--- config.mk ---
export PLATFORM = sky130hd
export DESIGN_NAME = adder
export DESIGN_NICKNAME = d
export VERILOG_FILES = /design/src/rtl/fp32_pkg.sv /design/src/rtl/fp_lzc.sv /design/src/rtl/adder.sv
export SDC_FILE = /design/constraint.sdc
export NUM_CORES = 1
export LEC_CHECK = 0
export CORE_MARGIN = 5
export CORE_UTILIZATION = 60
export CTS_CLUSTER_DIAMETER = 80
export CTS_CLUSTER_SIZE = 10
export DETAILED_ROUTE_END_ITERATION = 6
export GPL_TIMING_DRIVEN = 1
export MAX_ROUTING_LAYER = met4
export PLACE_DENSITY_LB_ADDON = 0.3
export SKIP_LAST_GASP = 1
export SYNTH_ARGS = -nofsm -noshare
export SYNTH_HDL_FRONTEND = slang
export SYNTH_HIERARCHICAL = 1
export SYNTH_SLANG_ARGS = --single-unit
export TNS_END_PERCENT = 10
--- constraint.sdc ---
create_clock -name clk -period 26.2 [get_ports clk]
set_input_delay 7.86 -clock clk [delete_from_list [all_inputs] [get_ports clk]]
set_output_delay 7.86 -clock clk [all_outputs]
set_load 0.1 [all_outputs]
--- src/rtl/fp32_pkg.sv ---
// Shared binary32 definitions for the floating-point datapath: field widths,
// special encodings, adder FSM states and the operand classifier.
package fp32_pkg;

   localparam int EXP_BIAS = 127;
   localparam int EXP_W    = 8;
   localparam int FRAC_W   = 23;

   localparam logic [31:0] QNAN    = 32'h7FC0_0000;
   localparam logic [31:0] POS_INF = 32'h7F80_0000;
   localparam logic [31:0] NEG_INF = 32'hFF80_0000;

   typedef enum logic [2:0] {
      ST_IDLE,
      ST_UNPACK,
      ST_ALIGN,
      ST_ADD,
      ST_NORM,
      ST_ROUND,
      ST_DONE
   } fsm_state_t;

   typedef enum logic [1:0] {
      CLS_ZERO,
      CLS_NORMAL,
      CLS_INF,
      CLS_NAN
   } op_class_t;

   // Denormals are reported as zero so that they flush to signed zero.
   function automatic op_class_t classify(input logic [31:0] x);
      if (x[30:23] == 8'hFF) begin
         return (x[22:0] != 23'h0) ? CLS_NAN : CLS_INF;
      end
      if (x[30:23] == 8'h00) begin
         return CLS_ZERO;
      end
      return CLS_NORMAL;
   endfunction

endpackage

--- src/rtl/fp_lzc.sv ---
// Combinational leading-zero counter over the 28-bit adder sum.
// An all-zero input reports 28.
module fp_lzc (
   input  logic [27:0] value,
   output logic [4:0]  count
);

   always_comb begin
      count = 5'd28;
      for (int i = 0; i < 28; i++) begin
         if (value[i]) begin
            count = 5'(27 - i);
         end
      end
   end

endmodule

--- src/rtl/adder.sv ---
// Multi-cycle binary32 adder with load / result_ready / result_ack handshake.
// Round to nearest even, denormals flushed to zero, NaNs reported as QNAN.
//
//   state     | meaning
//   ----------+-----------------------------------------------------------
//   ST_IDLE   | waiting for load; operands latched on the accepting edge
//   ST_UNPACK | split fields, classify, resolve special operands
//   ST_ALIGN  | order by magnitude, shift smaller significand (G/R/S kept)
//   ST_ADD    | add or subtract aligned significands
//   ST_NORM   | carry shift right or leading-zero barrel shift left
//   ST_ROUND  | round to nearest even, pack, range check
//   ST_DONE   | Result valid, waiting for result_ack
module adder
   import fp32_pkg::*;
(
   input  logic        clk,
   input  logic        reset,
   input  logic        load,
   input  logic [31:0] Number1,
   input  logic [31:0] Number2,
   input  logic        result_ack,
   output logic [31:0] Result,
   output logic        result_ready
);

   fsm_state_t state, state_next;

   logic [31:0]       a_q, b_q;
   logic              sa_q, sb_q;
   logic [EXP_W-1:0]  ea_q, eb_q;
   logic [FRAC_W:0]   ma_q, mb_q;
   logic              special_q;
   logic [31:0]       special_val_q;
   logic              sign_q, sub_q;
   logic [EXP_W-1:0]  exp_q;
   logic [26:0]       ma_al_q, mb_al_q;
   logic [27:0]       sum_q;
   logic [26:0]       nm_q;
   logic signed [9:0] en_q;
   logic              zero_q;

   always_ff @(posedge clk or posedge reset) begin
      if (reset) state <= ST_IDLE;
      else       state <= state_next;
   end

   always_comb begin
      state_next = state;
      case (state)
         ST_IDLE:   if (load) state_next = ST_UNPACK;
         ST_UNPACK: state_next = ST_ALIGN;
         ST_ALIGN:  state_next = ST_ADD;
         ST_ADD:    state_next = ST_NORM;
         ST_NORM:   state_next = ST_ROUND;
         ST_ROUND:  state_next = ST_DONE;
         ST_DONE:   if (result_ack) state_next = ST_IDLE;
         default:   state_next = ST_IDLE;
      endcase
   end

   op_class_t   cls_a, cls_b;
   logic        special_hit;
   logic [31:0] special_val;

   assign cls_a = classify(a_q);
   assign cls_b = classify(b_q);

   // Specials still walk the remaining states so latency stays fixed.
   always_comb begin
      special_hit = 1'b1;
      special_val = 32'h0;
      if (cls_a == CLS_NAN || cls_b == CLS_NAN)        special_val = QNAN;
      else if (cls_a == CLS_INF && cls_b == CLS_INF)   special_val = (a_q[31] != b_q[31]) ? QNAN : a_q;
      else if (cls_a == CLS_INF)                       special_val = a_q;
      else if (cls_b == CLS_INF)                       special_val = b_q;
      else if (cls_a == CLS_ZERO && cls_b == CLS_ZERO) special_val = {a_q[31] & b_q[31], 31'h0};
      else if (cls_a == CLS_ZERO)                      special_val = b_q;
      else if (cls_b == CLS_ZERO)                      special_val = a_q;
      else                                             special_hit = 1'b0;
   end

   logic             a_big;
   logic [EXP_W-1:0] e_big, e_small, e_diff;
   logic [FRAC_W:0]  m_big, m_small;
   logic [4:0]       shamt;
   logic [50:0]      wide;
   logic [26:0]      aligned;

   // Shift is capped at 27: beyond that the smaller operand only feeds sticky.
   always_comb begin
      a_big   = {ea_q, ma_q} >= {eb_q, mb_q};
      e_big   = a_big ? ea_q : eb_q;
      e_small = a_big ? eb_q : ea_q;
      m_big   = a_big ? ma_q : mb_q;
      m_small = a_big ? mb_q : ma_q;
      e_diff  = e_big - e_small;
      shamt   = (e_diff > 8'd27) ? 5'd27 : e_diff[4:0];
      wide    = {m_small, 27'h0} >> shamt;
      aligned = {wide[50:25], |wide[24:0]};
   end

   logic [27:0] sum;
   assign sum = sub_q ? ({1'b0, ma_al_q} - {1'b0, mb_al_q})
                      : ({1'b0, ma_al_q} + {1'b0, mb_al_q});

   logic [4:0]        lz, lz_m1;
   logic [26:0]       nm;
   logic signed [9:0] en;

   fp_lzc u_lzc (
      .value (sum_q),
      .count (lz)
   );

   always_comb begin
      lz_m1 = lz - 5'd1;
      if (sum_q[27]) begin
         nm = {sum_q[27:2], sum_q[1] | sum_q[0]};
         en = $signed({2'b00, exp_q}) + 10'sd1;
      end else begin
         nm = sum_q[26:0] << lz_m1;
         en = $signed({2'b00, exp_q}) - $signed({5'b00000, lz_m1});
      end
   end

   logic              round_up;
   logic [24:0]       m25;
   logic [22:0]       mant;
   logic signed [9:0] er;
   logic [31:0]       packed_val;

   always_comb begin
      round_up = nm_q[2] & (nm_q[1] | nm_q[0] | nm_q[3]);
      m25      = {1'b0, nm_q[26:3]} + {24'h0, round_up};
      if (m25[24]) begin
         mant = m25[23:1];
         er   = en_q + 10'sd1;
      end else begin
         mant = m25[22:0];
         er   = en_q;
      end
      if (special_q)           packed_val = special_val_q;
      else if (zero_q)         packed_val = 32'h0;
      else if (er >= 10'sd255) packed_val = {sign_q, 8'hFF, 23'h0};
      else if (er <= 10'sd0)   packed_val = {sign_q, 31'h0};
      else                     packed_val = {sign_q, er[7:0], mant};
   end

   always_ff @(posedge clk or posedge reset) begin
      if (reset) begin
         a_q           <= '0;
         b_q           <= '0;
         sa_q          <= 1'b0;
         sb_q          <= 1'b0;
         ea_q          <= '0;
         eb_q          <= '0;
         ma_q          <= '0;
         mb_q          <= '0;
         special_q     <= 1'b0;
         special_val_q <= '0;
         sign_q        <= 1'b0;
         sub_q         <= 1'b0;
         exp_q         <= '0;
         ma_al_q       <= '0;
         mb_al_q       <= '0;
         sum_q         <= '0;
         nm_q          <= '0;
         en_q          <= '0;
         zero_q        <= 1'b0;
         Result        <= '0;
         result_ready  <= 1'b0;
      end else begin
         case (state)
            ST_IDLE: begin
               if (load) begin
                  a_q <= Number1;
                  b_q <= Number2;
               end
            end
            ST_UNPACK: begin
               sa_q          <= a_q[31];
               sb_q          <= b_q[31];
               ea_q          <= a_q[30:23];
               eb_q          <= b_q[30:23];
               ma_q          <= (cls_a == CLS_NORMAL) ? {1'b1, a_q[22:0]} : '0;
               mb_q          <= (cls_b == CLS_NORMAL) ? {1'b1, b_q[22:0]} : '0;
               special_q     <= special_hit;
               special_val_q <= special_val;
            end
            ST_ALIGN: begin
               sign_q  <= a_big ? sa_q : sb_q;
               sub_q   <= sa_q ^ sb_q;
               exp_q   <= e_big;
               ma_al_q <= {m_big, 3'b000};
               mb_al_q <= aligned;
            end
            ST_ADD: sum_q <= sum;
            ST_NORM: begin
               nm_q   <= nm;
               en_q   <= en;
               zero_q <= (sum_q == 28'h0);
            end
            ST_ROUND: begin
               Result       <= packed_val;
               result_ready <= 1'b1;
            end
            ST_DONE: if (result_ack) result_ready <= 1'b0;
            default: ;
         endcase
      end
   end

endmodule

## Yosys cells after proc, flatten, opt, wreduce, memory -nomap -nowiden

Index checks and enable logic that the tools add are counted.

| operators by class | value |
|---|---|
| equality and inequality tests | 17 |
| reductions and logical operators | 16 |
| order comparisons | 4 |
| multipliers | 0 |
| shift operators | 2 |
| divide/modulo/power cells | 0 |
| bitwise logic cells | 6 |
| muxes and demuxes | 81 |
| add/subtract/negate cells | 8 |

Operators by type and width:

| operator | number |
|---|---|
| 32-bit 2-to-1 mux | 10 |
| 24-bit 2-to-1 mux | 4 |
| 5-bit 2-to-1 mux | 17 |
| 31-bit 2-to-1 mux | 2 |
| 51-bit by 5-bit right shift with 51-bit output | 1 |
| 23-bit nonzero test | 2 |
| 32-bit >= comparator | 1 |
| 4-bit 2-to-1 mux | 8 |
| 27-bit by 27-bit adder with 28-bit output | 1 |
| 28-bit logical NOT | 1 |
| 28-bit 2-to-1 mux | 1 |
| 27-bit by 27-bit subtractor with 28-bit output | 1 |
| 27-bit 2-to-1 mux | 1 |
| 27-bit by 5-bit left shift with 27-bit output | 1 |
| 24-bit by 1-bit adder with 25-bit output | 1 |
| 25-bit OR reduction | 1 |
| 23-bit 2-to-1 mux | 1 |
| 3-bit one-hot mux with 7 select lines | 1 |
| 10-bit 2-to-1 mux | 2 |
| 3-bit 2-to-1 mux | 6 |
| 1-bit 2-to-1 mux | 17 |
| 8-bit == test (second input constant) | 2 |
| 8-bit logical NOT | 2 |
| 2-bit 2-to-1 mux | 8 |
| 26 further kinds | 42 |

| word-level totals | value |
|---|---|
| memory bits (read-only) | 0 |
| output and inout port bits | 33 |
| register bits after elaboration | 326 |
| memories | 0 |
| bits in latches | 0 |
| memory bits (writable) | 0 |

## Depth between registers and ports, before layout

Gate-level depths: netlist of the first run.

| logic depth | value |
|---|---|
| depth after elaboration | 31 |
| depth in mapped cells | 26 |

## Modules after synthesis

The synthesis of the first run kept the hierarchy.

Modules (own cells, without submodules):

| module | seq. area each (um^2) | cells each | instances | area each (um^2) |
|---|---|---|---|---|
| adder | 8,157.8 | 2,496 | 1 | 21,195.3 |
| fp_lzc | 0.0 | 60 | 1 | 336.6 |

## Least setup slack after synthesis of the first run

OpenSTA, ideal clock, no wires.

| timing path | value |
|---|---|
| kind | input -> register |
| from | in load |
| to | reg a_q[0] |
| library setup time | 0.125 ns |
| required time | 26.075 ns |
| arrival | 9.091 ns |
| stages on the path | 4 |
| slack | 16.984 ns |
| cells stage by stage | nor4b_1 -> clkbuf_1 -> clkbuf_1 -> mux2_2 |

| between the ends | value |
|---|---|
| word-level cells in the longest chain between the ends | 1 |

Ends and longest elaborated chain:

| item | RTL line | text |
|---|---|---|
| start, declared | adder.sv:18 | `input logic load,` |
| 2-bit AND reduction (no source line) | n/a |  |
| end signal, assigned | adder.sv:176 | `a_q <= Number1;` |
| end, declared | adder.sv:28 | `logic [31:0] a_q, b_q;` |

Every way passes these cells.
A chain may end at the register's enable or synchronous reset.

==> impl_results.md, run 1 <==
- Min-Delay Path Class: reg -> reg
- Crit path arrival time: ~11000 ps
- Max-cap viol count: 0
- R2R cell count: 17
- Asr flop ratio synth: 1.00
- Initial antenna violation count: 1
- Port Buf Inserts: 100
- Mapped Cells: roughly 2600
- Status: completed
- WL met2: approximately 31000 um
- Avg Cell Area, Syn: about 8.4 um^2
- CP most frequent cell: buf_4
- Post-CTS Setup Bufs: 0
- First-pass GRT wire length: approximately 110000 um
- Yosys top cell area share: 0.379
- Yosys warns: 6
- Net count after synthesis: roughly 2700
- Required @ worst endpoint: between 20000 and 30000 ps
- GPL Wtd Cong: about 1.0
- Hold buffer count at cts: 0
- CTS sink count: 326
- Yosys cell types: 94
- Slowest cell on crit path: buf_4
- Crit-path cells: clkdlybuf4s50_1 -> inv_8 -> buf_4 -> buf_4
- DR vias: about 20000
- DRT iter0 DRCs: about 2000
- Placed cells: ~3000
- Met3 WL: between 5000 and 6000 um
- Die Ht: 199 um
- Hold Crit Depth: 2
- Max Fclk: between 90 and 100 MHz
- Yosys top cell by area: dfrtp_1
- Top_reg_cell synth: dfrtp_1
- Core area: ~35000 um^2
- Grt total ovfl: 0
- Clk buf depth: 3
- I/O Pins: 101
- Fin cells: ~3000
- CTS Buf Count: 38
- Critical Path Source Type: input port
- Final Max Tran Viols: 0
- Max incr delay on CP: ~740 ps
- FF+latch area: 8160 um^2
- Post-synth EDFFs: 0
- Place WS: between 15000 and 20000 ps
- Worst Path Buf+Inv: 4
- H-tree depth: 2
- Root buf cell: clkbuf_16
- CTS tree: yes
- Multi-input logic area: approximately 12000 um^2
- Total negative setup slack: 0 ps
- Crit Path Max Fanout: 129
- Worst Skew: just under 30 ps
- Cell family with the largest share of critical-path delay: buffers and inverters
- Final min period: between 10000 and 15000 ps
- Drt wl/cell: approximately 22 um
- Vias in the first global route: 18900
- Vias per cell: between 6 and 7
- Detailed placement HPWL: roughly 51000 um
- Hold Fails Final Rpt: 0
- Site Rows: 69
- Pre-antenna DRT Iters: 5
- Worst-Skew Late Latency: 560 ps
- Levels on crit path: 4
- Total global-route track usage: 0.349
- Top layer in use: met4
- DRT met1 WL: 28500 um
- Worst-path clk slew: around 50 ps
- Layout cells sized above 1: 0.0738
- CTS resizes: 0
- Final-layout fill cell count: 2935
- Critical path class: in -> async
- Initial Util: 0.607
- Least-Margin Pin Slew: 1090 ps
- Unrepaired setup endpoints after global routing: false
- Critical Path End Type: asynchronous set/reset pin
- Die X-Extent: 199 um
- DRC: 0
- Seq/Total Area, Yosys: 0.379
- Area Overhead vs Synth: 10.5%
- Post-Route WL: ~68000 um
- Die area: slightly below 40000 um^2
- Slew HR: 0.275
- Post-DRT Antenna Nets: 0
- # setup viols final: 0
- Synth Cell Area: between 20000 and 25000 um^2
- Top cells by count, synth: nand2_1, dfrtp_1, o21ai_0, nor2_1, a21oi_1
- Final worst setup slack: around 16000 ps
- Largest net degree at the start of global routing: between 100 and 150
- Fin nets: roughly 2700
- Synth area leaders: dfrtp_1, nand2_1, ha_1
- Count leader, synth: nand2_1
- Synth Register Bits: between 300 and 400
- Final cycle utilization of the critical path: 0.383
==> cell usage in the layout (no fill, tap or decap), types with 40 or more instances in the layout <==
| cell | synthesis | final |
|---|---|---|
| a211oi_1 | 47 | 47 |
| a21oi_1 | 149 | 148 |
| a31oi_1 | 62 | 62 |
| clkdlybuf4s50_1 | 0 | 100 |
| dfrtp_1 | 326 | 326 |
| ha_1 | 92 | 92 |
| inv_1 | 112 | 111 |
| mux2_2 | 73 | 73 |
| mux2i_1 | 72 | 72 |
| nand2_1 | 418 | 417 |
| nor2_1 | 212 | 212 |
| nor3_1 | 56 | 54 |
| o21ai_0 | 226 | 225 |
| xnor2_1 | 41 | 40 |
==> final timing paths <==
check	from	end	slack (ps)
max in group clk	result_ready	result_ready	16230
min	Result[29]	Result[29]	490
max	reset	special_val_q[24]	16150
min in group asynchronous	reset	ma_al_q[13]	7830
min reg2reg	Result[29]	Result[29]	490
max reg2reg	ea_q[2]	mb_al_q[0]	19240
==> registers in the layout, summed over array words and instances (netlist names), 8 cells and up <==
| register | flops |
|---|---|
| Result | 32 |
| a_q | 32 |
| b_q | 32 |
| special_val_q | 32 |
| sum_q | 28 |
| mb_al_q | 27 |
| nm_q | 27 |
| ma_al_q | 24 |
| ma_q | 24 |
| mb_q | 24 |
| en_q | 10 |
| ea_q | 8 |
| eb_q | 8 |
| exp_q | 8 |
==> layer usage <==
metal  vias to the layer above  global-route usage
li1                       9180                   -
met1                      9705               0.487
met2                       883               0.530
met3                       165              0.0472
met4                         0               0.121
met5                         -                   -
==> worst reg2reg max path, stage by stage (launching register included) <==
cell and delay (ps):
dfrtp_1 430, ha_1 480, a21oi_1 190, a21oi_1 100, a211oi_1 390, and4_1 420, o21a_2 200, buf_4 610
mux2i_1 520, nor3_1 90, a211oi_1 500, o32a_1 880, or3_1 820, a22oi_1 280, mux2i_1 340, nand4b_1 170
nor4_2 340, o31ai_1 100
==> area by class of cell <==
class	count	share of cell area
Antenna cell	1	0.000105
Clock buffer	39	0.0401
Clock inverter	4	0.00358
Inverter	116	0.0186
Multi-Input combinational cell	1962	0.520
Sequential cell	326	0.343
Tap cell	461	0.0242
Timing Repair Buffer	126	0.0503
==> through the flow <==
stage / utilization / instance area [um^2] / hold WS, ps
6_report: 0.671 / 23800 / 492
2_1_floorplan: - / 21500 / 449
3_5_place_dp: 0.641 / 22800 / 473
4_1_cts: 0.670 / 23800 / 487
3_3_place_gp: 0.641 / 22800 / 468
5_1_grt: 0.671 / 23800 / 521
==> kinds of logic after synthesis <==
logic type / Yosys count / share of synthesized area
AOI/OAI and AO/OA: 745 / 0.223
adders and majority gates: 94 / 0.0553
buffers and inverters: 268 / 0.0492
DFF: 326 / 0.379
and+or+nand+nor: 905 / 0.189
xor gates and xnor gates: 67 / 0.0273
muxes: 151 / 0.0775
Power of run 1 is not shown: default switching activity piles up to over one toggle a cycle in this logic, so the estimate is an artifact.
==> inputs of run 2 (changes only) <==
CORE_UTILIZATION = 56   (was 60)
clock period = 9.1 ns   (was 26.2 ns; I/O delays follow)
==> run 2 against run 1 <==
First-iteration DRC count grew 8.3%. Via count grew 1.4%. Non-clock buffer count grew 5. Critical path type is now reg -> reg. Highest routed layer unchanged.
==> impl_results.md, run 2 (synthesized netlist as in run 1, its figures left out) <==
- Slew HR: 0.180
- Cell family with the largest share of critical-path delay: compound AO/OA/AOI/OAI gates
- Worst Skew: approximately 35 ps
- FF+latch area: roughly 8200 um^2
- Vias per cell: 6.53
- Port Buf Inserts: 100
- First-pass GRT wire length: roughly 110000 um
- Max incr delay on CP: between 800 and 900 ps
- Hold buffer count at cts: 0
- DRC: 0
- Grt met3 use: 0.0548
- Slowest cell on crit path: nand3_1
- Max-cap viol count: 0
- Total negative setup slack: 0 ps
- I/O Pins: just over 100
- Largest net degree at the start of global routing: approximately 130
- Final Max Tran Viols: 0
- Fin nets: around 2700
- M1 GR Usage: 0.469
- GPL Wtd Cong: about 1
- Max Fclk: 146 MHz
- Worst-Skew Late Latency: 580 ps
- DR vias: between 20000 and 25000
- Post-Route WL: between 70000 and 80000 um
- Grt total ovfl: 0
- Crit path arrival time: 7300 ps
- Multi-input logic area: about 12000 um^2
- Crit-path cells: inv_1 -> ha_1 -> a21oi_1 -> a21oi_1 -> a211oi_1 -> and4_1 -> o21a_2 -> o31a_1 -> ha_1 -> nand2_1 -> o211a_1 -> a311oi_2 -> o221ai_1 -> o32ai_4 -> buf_4 -> nand3_1 -> mux2i_1 -> mux2i_1 -> a21oi_1 -> a311o_1 -> o21ai_0
- H-tree depth: 2
- Critical Path End Type: register
- Hold Slack: between 400 and 500 ps
- Root buf cell: clkbuf_16
- Worst r2r src: eb_q[2]
- CP most frequent cell: a21oi_1
- Die Ht: 206 um
- Die area: about 42000 um^2
- DRT iter0 DRCs: 2167
- CTS Buf Count: 39
- Initial Util: 0.569
- Commonest cells after routing, fill and taps aside: nand2_1, dfrtp_1, o21ai_0
- Critical path class: reg -> reg
- Initial antenna violation count: 2
- Final min period: between 6000 and 7000 ps
- Pre-antenna DRT Iters: 6
- Total global-route track usage: 0.348
- Die X-Extent: approximately 210 um
- Busiest layer in global routing: met2
- Post-CTS Setup Bufs: 0
- Reg-to-reg critical path endpoint: mb_al_q[6]
- Met2 GRT Util: 0.530
- Clk buf depth: 3
- Least-Margin Pin Slew: 1230 ps
- Min-Delay Path Class: reg -> reg
- Worst Hold End: Result[0]
- Final cycle utilization of the critical path: 0.752
- R2R cell count: 21
- Site Rows: 71
- Core area: roughly 38000 um^2
- Final-layout fill cell count: about 3300
- Commonest non-fill, non-tap cell in the layout: nand2_1
- Flop-to-flop setup slack: 2250 ps
- CTS tree: yes
- Post-DRT Antenna Nets: 0
- Worst-path clk slew: about 50 ps
- Area Overhead vs Synth: 11.1%
- # setup viols final: 0
- Vias in the first global route: between 15000 and 20000
- Layout cells sized above 1: 0.0767
- Worst hold start: Result[0]
- Hold Crit Depth: 2
- Post-DP Area: approximately 23000 um^2
- Required @ worst endpoint: ~9600 ps
- CTS resizes: 0
- Critical Path Source Type: register
- Worst Path Buf+Inv: 2
- Hold Fails Final Rpt: 0
- Drt wl/cell: 23.6 um
- Unrepaired setup endpoints after global routing: false
- Detailed placement HPWL: roughly 55000 um
- Crit Path Max Fanout: 38
- CTS sink count: between 300 and 400
- Final instance area: about 24000 um^2
- Status: completed
run 2: cell type report:
class	count	area share
diodes	2	0.000209
repair buffers	131	0.0521
flip-flops and latches	326	0.341
clock buffers	40	0.0414
inverters	116	0.0184
well taps	511	0.0267
clock inverters	5	0.00298
multi-input cells	1962	0.517
run 2: worst max path at each step:
stage / start / end / cells past startpoint / slack, ps
6_report: eb_q[2] / mb_al_q[6] / 21 / 2250
5_1_grt: eb_q[2] / mb_al_q[6] / 21 / 1840
4_1_cts: eb_q[2] / mb_al_q[6] / 21 / 2400
3_5_place_dp: eb_q[2] / mb_al_q[6] / 21 / 2430
3_3_place_gp: eb_q[2] / mb_al_q[6] / 21 / 2550
2_1_floorplan: reset / Result[0] / 1 / 2020
run 2: worst register-to-register path: stages (launching register included):
cell	delay, ps
dfrtp_1	380
inv_1	90
ha_1	440
a21oi_1	190
a21oi_1	90
a211oi_1	320
and4_1	390
o21a_2	740
o31a_1	270
ha_1	180
nand2_1	60
o211a_1	190
a311oi_2	290
o221ai_1	210
o32ai_4	250
buf_4	380
nand3_1	810
mux2i_1	320
mux2i_1	460
a21oi_1	140
a311o_1	440
o21ai_0	120
run 2: stage by stage:
stage | worst slack [ps] | cells | util
CTS | 2400 | 3091 | 0.632
detailed placement | 2430 | 3046 | 0.604
global route | 1840 | 3093 | 0.632
global placement | 2550 | 3046 | 0.604
finish | 2250 | 3093 | 0.632
floorplan | 2020 | 2556 | -
run 2: routing by layer:
layer	part of all wire	up-vias
li1	-	9182
met1	0.41	9813
met2	0.46	1033
met3	0.081	177
met4	0.043	0
met5	0	-
Power of run 2 is left out for the same reason.
